$ cat src/rtl/mouse_pkg.sv
// Shared types and constants for the PS/2 mouse front end: receiver states,
// byte-0 field positions and the axis clamp used by the position integrator.
package mouse_pkg;

    typedef enum logic [1:0] {
        IDLE,
        DATA,
        PARITY,
        STOP
    } rx_state_e;

    localparam int B0_LEFT  = 0;
    localparam int B0_RIGHT = 1;
    localparam int B0_MID   = 2;
    localparam int B0_SYNC  = 3;
    localparam int B0_XS    = 4;
    localparam int B0_YS    = 5;
    localparam int B0_XO    = 6;
    localparam int B0_YO    = 7;

    localparam int FRAME_BITS = 11;

    // Sign bit set means the move ran past zero; otherwise saturate at the axis maximum.
    function automatic logic [9:0] clamp_axis(input logic [11:0] val, input logic [9:0] maxVal);
        if (val[11]) begin
            return '0;
        end else if (val > {2'b00, maxVal}) begin
            return maxVal;
        end else begin
            return val[9:0];
        end
    endfunction

endpackage

$ cat src/rtl/mouse_tracker_ps2_rx.sv
// PS/2 byte receiver: synchronises the raw lines, detects falling clock edges
// and frames start/8 data/odd parity/stop, aborting stalled frames on timeout.
module ps2_rx
    import mouse_pkg::*;
#(
    parameter int TIMEOUT_CYCLES = 50000
) (
    input  logic       clk_i,
    input  logic       reset_i,
    input  logic       ps2_clk_i,
    input  logic       ps2_data_i,
    output logic [7:0] byte_out_o,
    output logic       byte_valid_o,
    output logic       frame_error_o
);

    localparam int CntW     = $clog2(TIMEOUT_CYCLES + 1);
    localparam int DataBits = FRAME_BITS - 3;

    logic [1:0]      clkSync_q;
    logic [1:0]      dataSync_q;
    logic            clkPrev_q;
    rx_state_e       state_q;
    logic [2:0]      bitCnt_q;
    logic [7:0]      shift_q;
    logic            parityOk_q;
    logic [CntW-1:0] timeout_q;
    logic            fall;
    logic            bitIn;

    // Lines idle high, so reset to 1 to avoid a phantom edge after reset.
    always_ff @(posedge clk_i) begin
        if (reset_i) begin
            clkSync_q  <= 2'b11;
            dataSync_q <= 2'b11;
            clkPrev_q  <= 1'b1;
        end else begin
            clkSync_q  <= {clkSync_q[0], ps2_clk_i};
            dataSync_q <= {dataSync_q[0], ps2_data_i};
            clkPrev_q  <= clkSync_q[1];
        end
    end

    assign fall  = clkPrev_q & ~clkSync_q[1];
    assign bitIn = dataSync_q[1];

    always_ff @(posedge clk_i) begin
        if (reset_i) begin
            state_q       <= IDLE;
            bitCnt_q      <= '0;
            shift_q       <= '0;
            parityOk_q    <= 1'b0;
            timeout_q     <= '0;
            byte_out_o    <= '0;
            byte_valid_o  <= 1'b0;
            frame_error_o <= 1'b0;
        end else begin
            byte_valid_o  <= 1'b0;
            frame_error_o <= 1'b0;
            if (fall || state_q == IDLE) begin
                timeout_q <= '0;
            end else begin
                timeout_q <= timeout_q + CntW'(1);
            end
            if (fall) begin
                case (state_q)
                    IDLE: begin
                        if (!bitIn) begin
                            state_q  <= DATA;
                            bitCnt_q <= '0;
                        end else begin
                            frame_error_o <= 1'b1;
                        end
                    end
                    DATA: begin
                        shift_q  <= {bitIn, shift_q[7:1]};
                        bitCnt_q <= bitCnt_q + 3'd1;
                        if (bitCnt_q == 3'(DataBits - 1)) begin
                            state_q <= PARITY;
                        end
                    end
                    PARITY: begin
                        parityOk_q <= ^{shift_q, bitIn};
                        state_q    <= STOP;
                    end
                    default: begin
                        if (bitIn && parityOk_q) begin
                            byte_out_o   <= shift_q;
                            byte_valid_o <= 1'b1;
                        end else begin
                            frame_error_o <= 1'b1;
                        end
                        state_q <= IDLE;
                    end
                endcase
            end else if (state_q != IDLE && timeout_q == CntW'(TIMEOUT_CYCLES - 1)) begin
                frame_error_o <= 1'b1;
                state_q       <= IDLE;
            end
        end
    end

endmodule

$ cat src/rtl/mouse_tracker.sv
// Assembles 3-byte PS/2 movement packets and integrates their deltas into a
// screen-clamped absolute cursor position with button state.
module mouse_tracker
    import mouse_pkg::*;
#(
    parameter logic [9:0] X_MAX          = 10'd639,
    parameter logic [9:0] Y_MAX          = 10'd479,
    parameter logic [9:0] X_INIT         = 10'd320,
    parameter logic [9:0] Y_INIT         = 10'd240,
    parameter int         TIMEOUT_CYCLES = 50000
) (
    input  logic       clk_i,
    input  logic       reset_i,
    input  logic       ps2_clk_i,
    input  logic       ps2_data_i,
    output logic [9:0] mouse_x_o,
    output logic [9:0] mouse_y_o,
    output logic [2:0] buttons_o,
    output logic       packet_valid_o,
    output logic       frame_error_o
);

    logic [7:0]  rxByte;
    logic        rxValid;
    logic        rxError;
    logic [1:0]  idx_q, idx_d;
    logic [7:0]  byte0_q, byte0_d;
    logic [7:0]  byte1_q, byte1_d;
    logic [9:0]  x_q, x_d;
    logic [9:0]  y_q, y_d;
    logic [2:0]  buttons_q, buttons_d;
    logic        packetValid_q, packetValid_d;
    logic [11:0] nx;
    logic [11:0] ny;

    ps2_rx #(
        .TIMEOUT_CYCLES(TIMEOUT_CYCLES)
    ) u_rx (
        .clk_i        (clk_i),
        .reset_i      (reset_i),
        .ps2_clk_i    (ps2_clk_i),
        .ps2_data_i   (ps2_data_i),
        .byte_out_o   (rxByte),
        .byte_valid_o (rxValid),
        .frame_error_o(rxError)
    );

    // Screen y grows downward while PS/2 y grows upward, hence the subtraction.
    assign nx = {2'b00, x_q} + {{4{byte0_q[B0_XS]}}, byte1_q};
    assign ny = {2'b00, y_q} - {{4{byte0_q[B0_YS]}}, rxByte};

    always_comb begin
        idx_d         = idx_q;
        byte0_d       = byte0_q;
        byte1_d       = byte1_q;
        x_d           = x_q;
        y_d           = y_q;
        buttons_d     = buttons_q;
        packetValid_d = 1'b0;
        if (rxError) begin
            idx_d = 2'd0;
        end else if (rxValid) begin
            case (idx_q)
                2'd0: begin
                    if (rxByte[B0_SYNC]) begin
                        byte0_d = rxByte;
                        idx_d   = 2'd1;
                    end
                end
                2'd1: begin
                    byte1_d = rxByte;
                    idx_d   = 2'd2;
                end
                default: begin
                    idx_d         = 2'd0;
                    packetValid_d = 1'b1;
                    buttons_d     = {byte0_q[B0_MID], byte0_q[B0_RIGHT], byte0_q[B0_LEFT]};
                    if (!byte0_q[B0_XO]) begin
                        x_d = clamp_axis(nx, X_MAX);
                    end
                    if (!byte0_q[B0_YO]) begin
                        y_d = clamp_axis(ny, Y_MAX);
                    end
                end
            endcase
        end
    end

    always_ff @(posedge clk_i) begin
        if (reset_i) begin
            idx_q         <= 2'd0;
            byte0_q       <= '0;
            byte1_q       <= '0;
            x_q           <= X_INIT;
            y_q           <= Y_INIT;
            buttons_q     <= '0;
            packetValid_q <= 1'b0;
        end else begin
            idx_q         <= idx_d;
            byte0_q       <= byte0_d;
            byte1_q       <= byte1_d;
            x_q           <= x_d;
            y_q           <= y_d;
            buttons_q     <= buttons_d;
            packetValid_q <= packetValid_d;
        end
    end

    assign mouse_x_o      = x_q;
    assign mouse_y_o      = y_q;
    assign buttons_o      = buttons_q;
    assign packet_valid_o = packetValid_q;
    assign frame_error_o  = rxError;

endmodule

$ cat config.mk
export PLATFORM = sky130hd
export DESIGN_NAME = mouse_tracker
export DESIGN_NICKNAME = d
export VERILOG_FILES = /design/src/rtl/mouse_pkg.sv /design/src/rtl/mouse_tracker_ps2_rx.sv /design/src/rtl/mouse_tracker.sv
export SDC_FILE = /design/constraint.sdc
export NUM_CORES = 1
export LEC_CHECK = 0
export CORE_ASPECT_RATIO = 0.75
export CORE_MARGIN = 4
export CORE_UTILIZATION = 45
export CTS_CLUSTER_DIAMETER = 80
export DETAILED_ROUTE_END_ITERATION = 16
export PLACE_DENSITY = 0.66
export SLEW_MARGIN = 20
export SYNTH_ARGS = -nofsm -noshare
export SYNTH_HDL_FRONTEND = slang
export SYNTH_SLANG_ARGS = --single-unit
$ cat constraint.sdc
create_clock -name clk_i -period 2.75 [get_ports clk_i]
set_input_delay 0.55 -clock clk_i [delete_from_list [all_inputs] [get_ports clk_i]]
set_output_delay 0.55 -clock clk_i [all_outputs]
set_load 0.02 [all_outputs]
# After elaboration in Yosys (flattened, before gate mapping)
# Index checks and enable logic that the tools add are counted.
# classes
addsub	4
multipliers	0
n_div	0
magnitude_cmp	2
eq_ne	9
shift	0
muxes	20
bitwise_logic	9
n_reduce_logical	27
# op_table
op	count
10-bit 2-to-1 mux	4
16-bit by 1-bit adder with 16-bit output (second input constant)	1
16-bit == test (second input constant)	1
3-bit AND reduction	5
11-bit by 9-bit adder with 12-bit output	1
12-bit by 10-bit > comparator with 1-bit output (second input constant)	1
12-bit by 9-bit > comparator with 1-bit output (second input constant)	1
4-bit AND reduction	3
11-bit by 9-bit subtractor with 12-bit output	1
2-bit 2-to-1 mux	5
9-bit parity	1
1-bit NOT	8
2-bit OR reduction	4
1-bit 2-to-1 mux	6
3-bit != test (second input constant)	2
2-bit case mux with 3 select lines	1
3-bit case mux with 2 select lines	1
2-bit AND reduction	3
2-bit nonzero test	3
3-bit OR reduction	2
5-bit OR reduction	1
2-bit by 1-bit == test with 1-bit output (second input constant)	2
2-bit logical NOT	2
2-bit case mux with 2 select lines	1
other kinds (10)	11
# word_totals
reg_bits	87
latch_bits	0
ramBits	0
rom_bits	0
in_bits	4
output_inout_bits	25
word_cells	89
memories	0

# Logic depth before layout (Yosys ltp)
# Gate-level depths: netlist (run 1).
# depth
word_depth	4
mapped_depth	11
depth_no_buf	11

# Cells and area by module
# A second synthesis (run 1) with hierarchy kept.
# unflattened
hier_cells	506
area_unflattened_um2	4644.5
# modules_own_cells
module	instances	cells_per_inst	area_each_um2	seq_area_each_um2
mouse_tracker	1	303	2673.8	820.8
ps2_rx	1	203	1970.6	900.9

# Least setup slack after synthesis (run 1)
# OpenSTA, ideal clock, no wires.
# synth_path
kind	register to register
startpoint	reg y_q[0] (netlist: mouse_y_o[0])
endpoint	reg y_q[2] (netlist: mouse_y_o[2])
setup_time_ps	138
arrival_time_ps	2505
t_required_ps	2612
setup_slack_ps	108
stages_incl_launch_ff	12
n_path_buf	0
synth_period_minus_slack_ps	2642
cell_sequence	dfxtp_1 > inv_1 > ha_1 > inv_1 > fa_1 > a211oi_1 > o21ai_1 > a2111oi_4 > xnor2_1 > o21ai_2 > a41oi_4 > a311oi_2
# synth_between
elab_chain_len	4
# synth_rtl
element	line_no	text
start, declared	mouse_tracker.sv:30	logic [9:0] y_q, y_d;
start signal, assigned	mouse_tracker.sv:103	y_q <= y_d;
11-bit by 9-bit subtractor with 12-bit output *	mouse_tracker.sv:50	assign ny = {2'b00, y_q} - {{4{byte0_q[B0_YS]}}, rxByte};
12-bit by 9-bit > comparator with 1-bit output	mouse_pkg.sv:27	end else if (val > {2'b00, maxVal}) begin
10-bit 2-to-1 mux	mouse_pkg.sv:27	
10-bit 2-to-1 mux *	mouse_pkg.sv:25	if (val[11]) begin
# Mark *: on every way between the ends. The rest lies on a longest branch, timed or not.
# A chain may end at the register's enable or synchronous reset.

# Worst setup path after layout (run 1)
# layout_path
startpoint	reg x_q[0] (netlist: mouse_x_o[0])
endpoint	reg x_q[7] (netlist: mouse_x_o[7])
# layout_between
elab_chain_len	4
# layout_rtl
element	line_no	text
start, declared	mouse_tracker.sv:29	logic [9:0] x_q, x_d;
start signal, assigned	mouse_tracker.sv:94	x_q <= X_INIT;
start signal, assigned	mouse_tracker.sv:102	x_q <= x_d;
11-bit by 9-bit adder with 12-bit output *	mouse_tracker.sv:49	assign nx = {2'b00, x_q} + {{4{byte0_q[B0_XS]}}, byte1_q};
12-bit by 10-bit > comparator with 1-bit output	mouse_pkg.sv:27	
10-bit 2-to-1 mux	mouse_pkg.sv:27	
10-bit 2-to-1 mux *	mouse_pkg.sv:25	
# Marks and branches as above.

==> metrics.txt, run 1 <==
run status=finished clean; final WL=9910 um; total congestion overflow=0; first-pass GRT wire length=16600 um; via count of the first global-routing pass=3477; count of pins over their slew limit=0; overall global routing resource usage=16.9%; number of nets with antenna violations after routing=0; count leader, synth=dfxtp_1; headroom to the max-slew limit=58.4%; Worst Path Max Fanout=4; post-route core utilization=55.0%; min-delay worst type=register to register; first-pass iteration count of the detailed router=5; die area=12000 um2; skew final=7.36 ps; RSZ-0062 raised after global routing=yes; register bit total from synthesis=86; area of the mapped netlist=4620 um2; final non-filler cell area=5400 um2; hold_buf cts=0; per-cell via count in the routed design=5.47; startpoint-to-endpoint class of the critical path=register to register; kind of end point of the critical path=register; master of the slowest instance on the critical path=fa_1; final layout net count=601; number of placement rows=31; violation count after the first detailed-routing iteration=365; Yosys warning total=0; synthesized area per cell=8.68 um2; critical-path cell list=ha_1 -> inv_1 -> fa_1 -> nor2b_1 -> o31a_1 -> o21ai_1 -> nor3_1 -> a22o_1 -> a21oi_1 -> o41ai_1; worst vdd ir=0.253 mV; dominant cell type by area after synthesis=dfxtp_1; cell area power density=452 nW/um2; Area contributors post-synth=dfxtp_1 (37%), ha_1 (7.9%), mux2i_1 (5.9%); maximum number of pins on one net before global-route repair=37; Final Hold Slack=416 ps; number of clock buffers inserted by TritonCTS=9; starting utilization of the core area=47.1%; ys flop type=dfxtp_1; via count of the routed design=3846; core area=9810 um2; maximum single-stage delay on the critical path=400 ps; Placement Cell Area=5080 um2; layout cells sized above 1=9.63%; CTS Root Buffer Type=clkbuf_16; instance count of the mapped netlist=532; proportion of register bits with asynchronous set or reset after synthesis=0%; final weighted congestion in routability-driven placement=0.925; top cell types by occurrence after synthesis=dfxtp_1 (86), nor2_1 (61), a21oi_1 (48); DR WL/cell=14.1 um; DRC viols=0; setup fix buffers added after clock tree synthesis=0; fill count=888; placed cell count=687; count of different cell masters after synthesis=60; buffer depth of the longest clock path=2; Clk Latency, worst-skew pair=330 ps; number of buffers inserted by port buffering=28; chip width=125 um; # setup viols final=0; die extent in y=95.7 um; number of antenna violations at the first check in global routing=0; TritonCTS clock tree=built; final non-filler cell total=703; period utilisation layout=96.0%; required time of the worst setup path=2970 ps; CTS HTree Levels=3; share of the yosys chip area belonging to registers=37.3%; DP HPWL=7240 um; number of hold violations in the final report=0; max capacitance violation total=0; launching element type of the critical path=register; Inserted Diodes=0; slew at the pin with the worst max-slew slack=622 ps; achievable frequency=379 MHz; growth of design area from synthesis to finish=17.0%; post-route minimum period=2640 ps; post-layout total power=2.44 mW; endpoint arrival time on the critical path=2860 ps; number of nets produced by synthesis=567; clock tree sinks=86; clock-pin slew of the registers on the worst-case setup and hold paths=60 ps; count of flip-flops with a built-in enable after synthesis=0; number of placed I/O pins=29; share of the synthesized area in the top cell type=37.3%; Pleak=1.95 nW
## worst max-delay path, delay by kind of cell, from the launching register on
family,cells,cell delay [ps]
buffers and inverters,1,70
and+or+nand+nor,2,460
DFF,1,380
AOI/OAI and AO/OA,5,990
adders and majority gates,2,630
## registers in the layout (all words and copies together) (netlist names)
name,count
byte1_q,8
u_rx.timeout_q,16
u_rx.clkPrev_q,1
u_rx.byte_out_o,8
mouse_y_o,10
u_rx.shift_q,8
u_rx.bitCnt_q,3
mouse_x_o,10
byte0_q,7
u_rx.dataSync_q,2
packet_valid_o,1
u_rx.state_q,2
u_rx.clkSync_q,2
u_rx.frame_error_o,1
buttons_o,3
idx_q,2
u_rx.byte_valid_o,1
u_rx.parityOk_q,1
## layout make-up
| type | count | area, um2 | area share, % |
|---|---|---|---|
| clock buffer | 12 | 256 | 4.75 |
| clock inverter | 4 | 27.5 | 0.510 |
| inverter | 24 | 90.1 | 1.67 |
| multi-input combinational | 403 | 2760 | 51.1 |
| sequential | 86 | 1720 | 31.9 |
| tap | 132 | 165 | 3.06 |
| timing repair buffer | 42 | 380 | 7.04 |
## stage by stage
stage / TNS [ps] / setup WS, ps
floorplan: 0 / 108
global placement: 0 / 83.6
detailed placement: 0 / 9.87
CTS: 0 / 83.1
global route: -4.66 / -4.66
finish: 0 / 110
## cells in the final DEF (no fill, tap or decap), types with 4 or more instances in the layout
master           instances
a211oi_1                 5
a21o_1                   6
a21oi_1                 47
a221oi_1                 6
and2_1                   4
buf_4                   14
clkbuf_16                9
clkdlybuf4s50_1         27
dfxtp_1                 86
ha_1                    28
inv_1                   24
mux2i_1                 27
nand2_1                 46
nand2b_1                 9
nand3_1                  8
nand3b_1                 4
nand4_1                  4
nor2_1                  61
nor2b_1                  4
nor3_1                   7
o211ai_1                 4
o21ai_0                 26
o21bai_1                 4
or2_2                    7
or3_1                    7
xnor2_1                 20
xor2_1                  14
## power by group
part / internal, mW / switching, mW / leakage (nW)
Sequential: 1.25 / 0.00246 / 0.694
Combinational: 0.0115 / 0.0236 / 1.11
Clock: 0.665 / 0.491 / 0.143
Total: 1.93 / 0.517 / 1.95
## routing by layer
metal  vias to the layer above  global-route usage [%]  share of wire, %
li1                       1959                       -                 -
met1                      1798                    23.2                50
met2                        78                    27.2                44
met3                        11                    3.88               4.5
met4                         0                    4.51              0.90
met5                         -                       0                 0
## logic make-up (layout without fill, tap and decap cells)
| group | count (synthesis) | count (layout) | share of synthesized area (%) |
|---|---|---|---|
| flip-flops | 86 | 86 | 37.3 |
| XOR/XNOR | 34 | 34 | 6.45 |
| adder cells (fa/ha/maj) | 31 | 31 | 8.72 |
| AO/OA/AOI/OAI | 132 | 132 | 19.2 |
| buffers and inverters | 43 | 82 | 3.74 |
| multiplexers | 28 | 28 | 6.10 |
| AND/OR/NAND/NOR | 178 | 178 | 18.6 |
## path summary, 6_finish.rpt
path	from	depth (start not counted)	slack, ps	endpoint
worst max register to register	mouse_x_o[0]	10	110	mouse_x_o[7]
worst min-delay path	u_rx.dataSync_q[0]	1	420	u_rx.dataSync_q[1]
worst max-delay path	mouse_x_o[0]	10	110	mouse_x_o[7]
worst min register to register	u_rx.dataSync_q[0]	1	420	u_rx.dataSync_q[1]
## repair_timing
item	in CTS	in global routing
gates resized for setup	1	6
endpoints found under the setup margin	2	7
pin swaps	0	2
endpoints found under the hold margin	0	0
No activity file was read; power rests on OpenSTA's default activity.
==> run 2: changes to the inputs <==
Settings changed: GPL_ROUTABILITY_DRIVEN set to 0.
==> results of run 2 <==
The final DEF is identical to that of run 1; final timing and power are the same.
==> run 3: changes to the inputs <==
Settings changed: CORE_MARGIN 4 to 5.
==> metrics.txt, run 3 (synthesized netlist as in run 1, its figures left out) <==
run status=finished clean; required time of the worst setup path=2960 ps (about the same); Worst Path Max Fanout=7 (+3); growth of design area from synthesis to finish=16.6%; number of antenna violations at the first check in global routing=0 (unchanged); TritonCTS clock tree=built; WP depth=8 (-2); via count of the routed design=3820 (-0.68%); worst vdd ir=0.281 mV (+11%); buffer depth of the longest clock path=2 (unchanged); per-cell via count in the routed design=5.40 (-1.2%); Inserted Diodes=0 (unchanged); core area=10200 um2 (+3.6%); die extent in y=97.7 um (+2.1%); die area=12400 um2 (+3.7%); Place WS=-35.9 ps (-45.7 ps); chip width=127 um (+1.6%); post-route core utilization=53.0% (-2.1 points); via count of the first global-routing pass=3629 (+4.4%); CP bufs+invs=1 (unchanged); final WL=9900 um (about the same); Final WS setup=104 ps (-6.20 ps); achievable frequency=378 MHz (-0.23%); leading cell type in the layout, fill and taps excluded=dfxtp_1; number of clock buffers inserted by TritonCTS=9 (unchanged); clock-pin slew of the registers on the worst-case setup and hold paths=60 ps (about the same); RSZ-0062 raised after global routing=no; Placement Cell Area=5090 um2 (about the same); first-pass iteration count of the detailed router=4 (-1); launching element type of the critical path=register; number of placed I/O pins=29 (unchanged); CTS Root Buffer Type=clkbuf_16; DR WL/cell=14.0 um (-0.63%); cell area power density=441 nW/um2 (-2.5%); number of nets with antenna violations after routing=0 (unchanged); skew final=9.69 ps (+2.33 ps); master of the slowest instance on the critical path=or4_4; total congestion overflow=0 (unchanged); Worst R2R Path Depth=8 (-2); overall global routing resource usage=16.1% (-0.82 points); cell class contributing the biggest share of worst-path delay=compound AO/OA/AOI/OAI gates; startpoint-to-endpoint class of the critical path=register to register; Pleak=1.93 nW (-1.2%); DRC viols=0 (unchanged); layout cells sized above 1=9.11% (-0.53 points); Hold Path Cell Cnt=1 (unchanged); max reg flops=16 (unchanged); commonest non-fill, non-tap cells in the layout=dfxtp_1 (85), nor2_1 (61), a21oi_1 (47); DP HPWL=7180 um (-0.89%); number of buffers inserted by port buffering=28 (unchanged); worst setup slack for register-to-register paths=100 ps (about the same); crit path from=u_rx.byte_out_o[5]; slew at the pin with the worst max-slew slack=616 ps (-5.76 ps); critical register-to-register path startpoint=u_rx.byte_out_o[5]; # setup viols final=0 (unchanged); kind of end point of the critical path=register; count of pins over their slew limit=0 (unchanged); Clk Latency, worst-skew pair=340 ps (about the same); crit path to=mouse_y_o[3]; maximum number of pins on one net before global-route repair=31 (-16%); hold_buf cts=0 (unchanged); setup TNS=0 ps (unchanged); Reg with most FFs=u_rx.timeout_q; Final Hold Slack=409 ps (-7.23 ps); period utilisation layout=96.2% (+0.23 points); number of hold violations in the final report=0 (unchanged); clock tree sinks=86 (unchanged); final non-filler cell area=5390 um2 (-0.28%); maximum single-stage delay on the critical path=550 ps (+150 ps); number of placement rows=32 (+3.2%); critical-path cell list=inv_1 -> ha_1 -> or4_4 -> o21ai_0 -> and2_2 -> o21ai_2 -> a41oi_4 -> a311oi_2; first-pass GRT wire length=16900 um (+1.7%); worst reg2reg endpoint=mouse_y_o[3]; post-route minimum period=2650 ps (+6.20 ps); starting utilization of the core area=45.4% (-1.7 points); setup fix buffers added after clock tree synthesis=0 (unchanged); min-delay worst type=register to register; endpoint arrival time on the critical path=2850 ps (about the same); headroom to the max-slew limit=58.8% (+0.38 points); violation count after the first detailed-routing iteration=323 (-12%); final layout net count=601 (unchanged); max capacitance violation total=0 (unchanged); CTS HTree Levels=3 (unchanged)
-- run 3: changes by cell type in the layout (fill, tap and decap cells not counted), sizes merged --
| cell | change |
|---|---|
| clkbuf | +1 |
| inv | -2 |
| clkinvlp | +1 |
-- run 3: how the worst min path moves through the flow --
stage,startpoint,to,slack [ps]
after detailed placement,u_rx.clkSync_q[0],u_rx.clkSync_q[1],400
after global routing,u_rx.dataSync_q[0],u_rx.dataSync_q[1],430
after floorplan,u_rx.clkSync_q[0],u_rx.clkSync_q[1],390
after global placement,u_rx.clkSync_q[0],u_rx.clkSync_q[1],400
after CTS,u_rx.clkSync_q[0],u_rx.clkSync_q[1],410
final,u_rx.clkSync_q[0],u_rx.clkSync_q[1],410
-- run 3: layout make-up --
type	instances	area, um2
timing repair buffer	42	380
clock inverter	3	21.3
inverter	24	90.1
clock buffer	13	240
fill	936	4780
tap	136	170
sequential	86	1720
multi-input combinational	403	2760
-- run 3: through the flow --
| stage | power [mW] | cells |
|---|---|---|
| 5_1_grt | 2.47 | 707 |
| 3_3_place_gp | 1.31 | 691 |
| 6_report | 2.37 | 707 |
| 4_1_cts | 2.40 | 707 |
| 2_1_floorplan | 1.30 | 532 |
| 3_5_place_dp | 1.31 | 691 |
-- run 3: power by group --
part	switching, mW	internal (mW)	leakage [nW]	total, mW
combinational	0.0237	0.0115	1.11	0.0352
sequential	0.00246	1.25	0.694	1.25
clock	0.475	0.613	0.124	1.09
-- run 3: what timing repair did --
action	in CTS	in global routing
pin swaps	0	1
endpoints found under the setup margin	6	7
endpoints found under the hold margin	0	0
resized for setup	1	7
-- run 3: worst register-to-register path, stage by stage, from the launching register on --
cell and delay [ps]:
dfxtp_1 430, inv_1 80, ha_1 280, or4_4 550, o21ai_0 400, and2_2 240
o21ai_2 90, a41oi_4 300, a311oi_2 140
-- run 3: per-layer routing --
metal | global-route usage [%] | vias up | share of wire (%)
met5 | 0 | - | 0
li1 | - | 1948 | -
met4 | 4.86 | 0 | 1.1
met3 | 3.28 | 7 | 3.0
met1 | 22.2 | 1804 | 50
met2 | 25.6 | 61 | 46
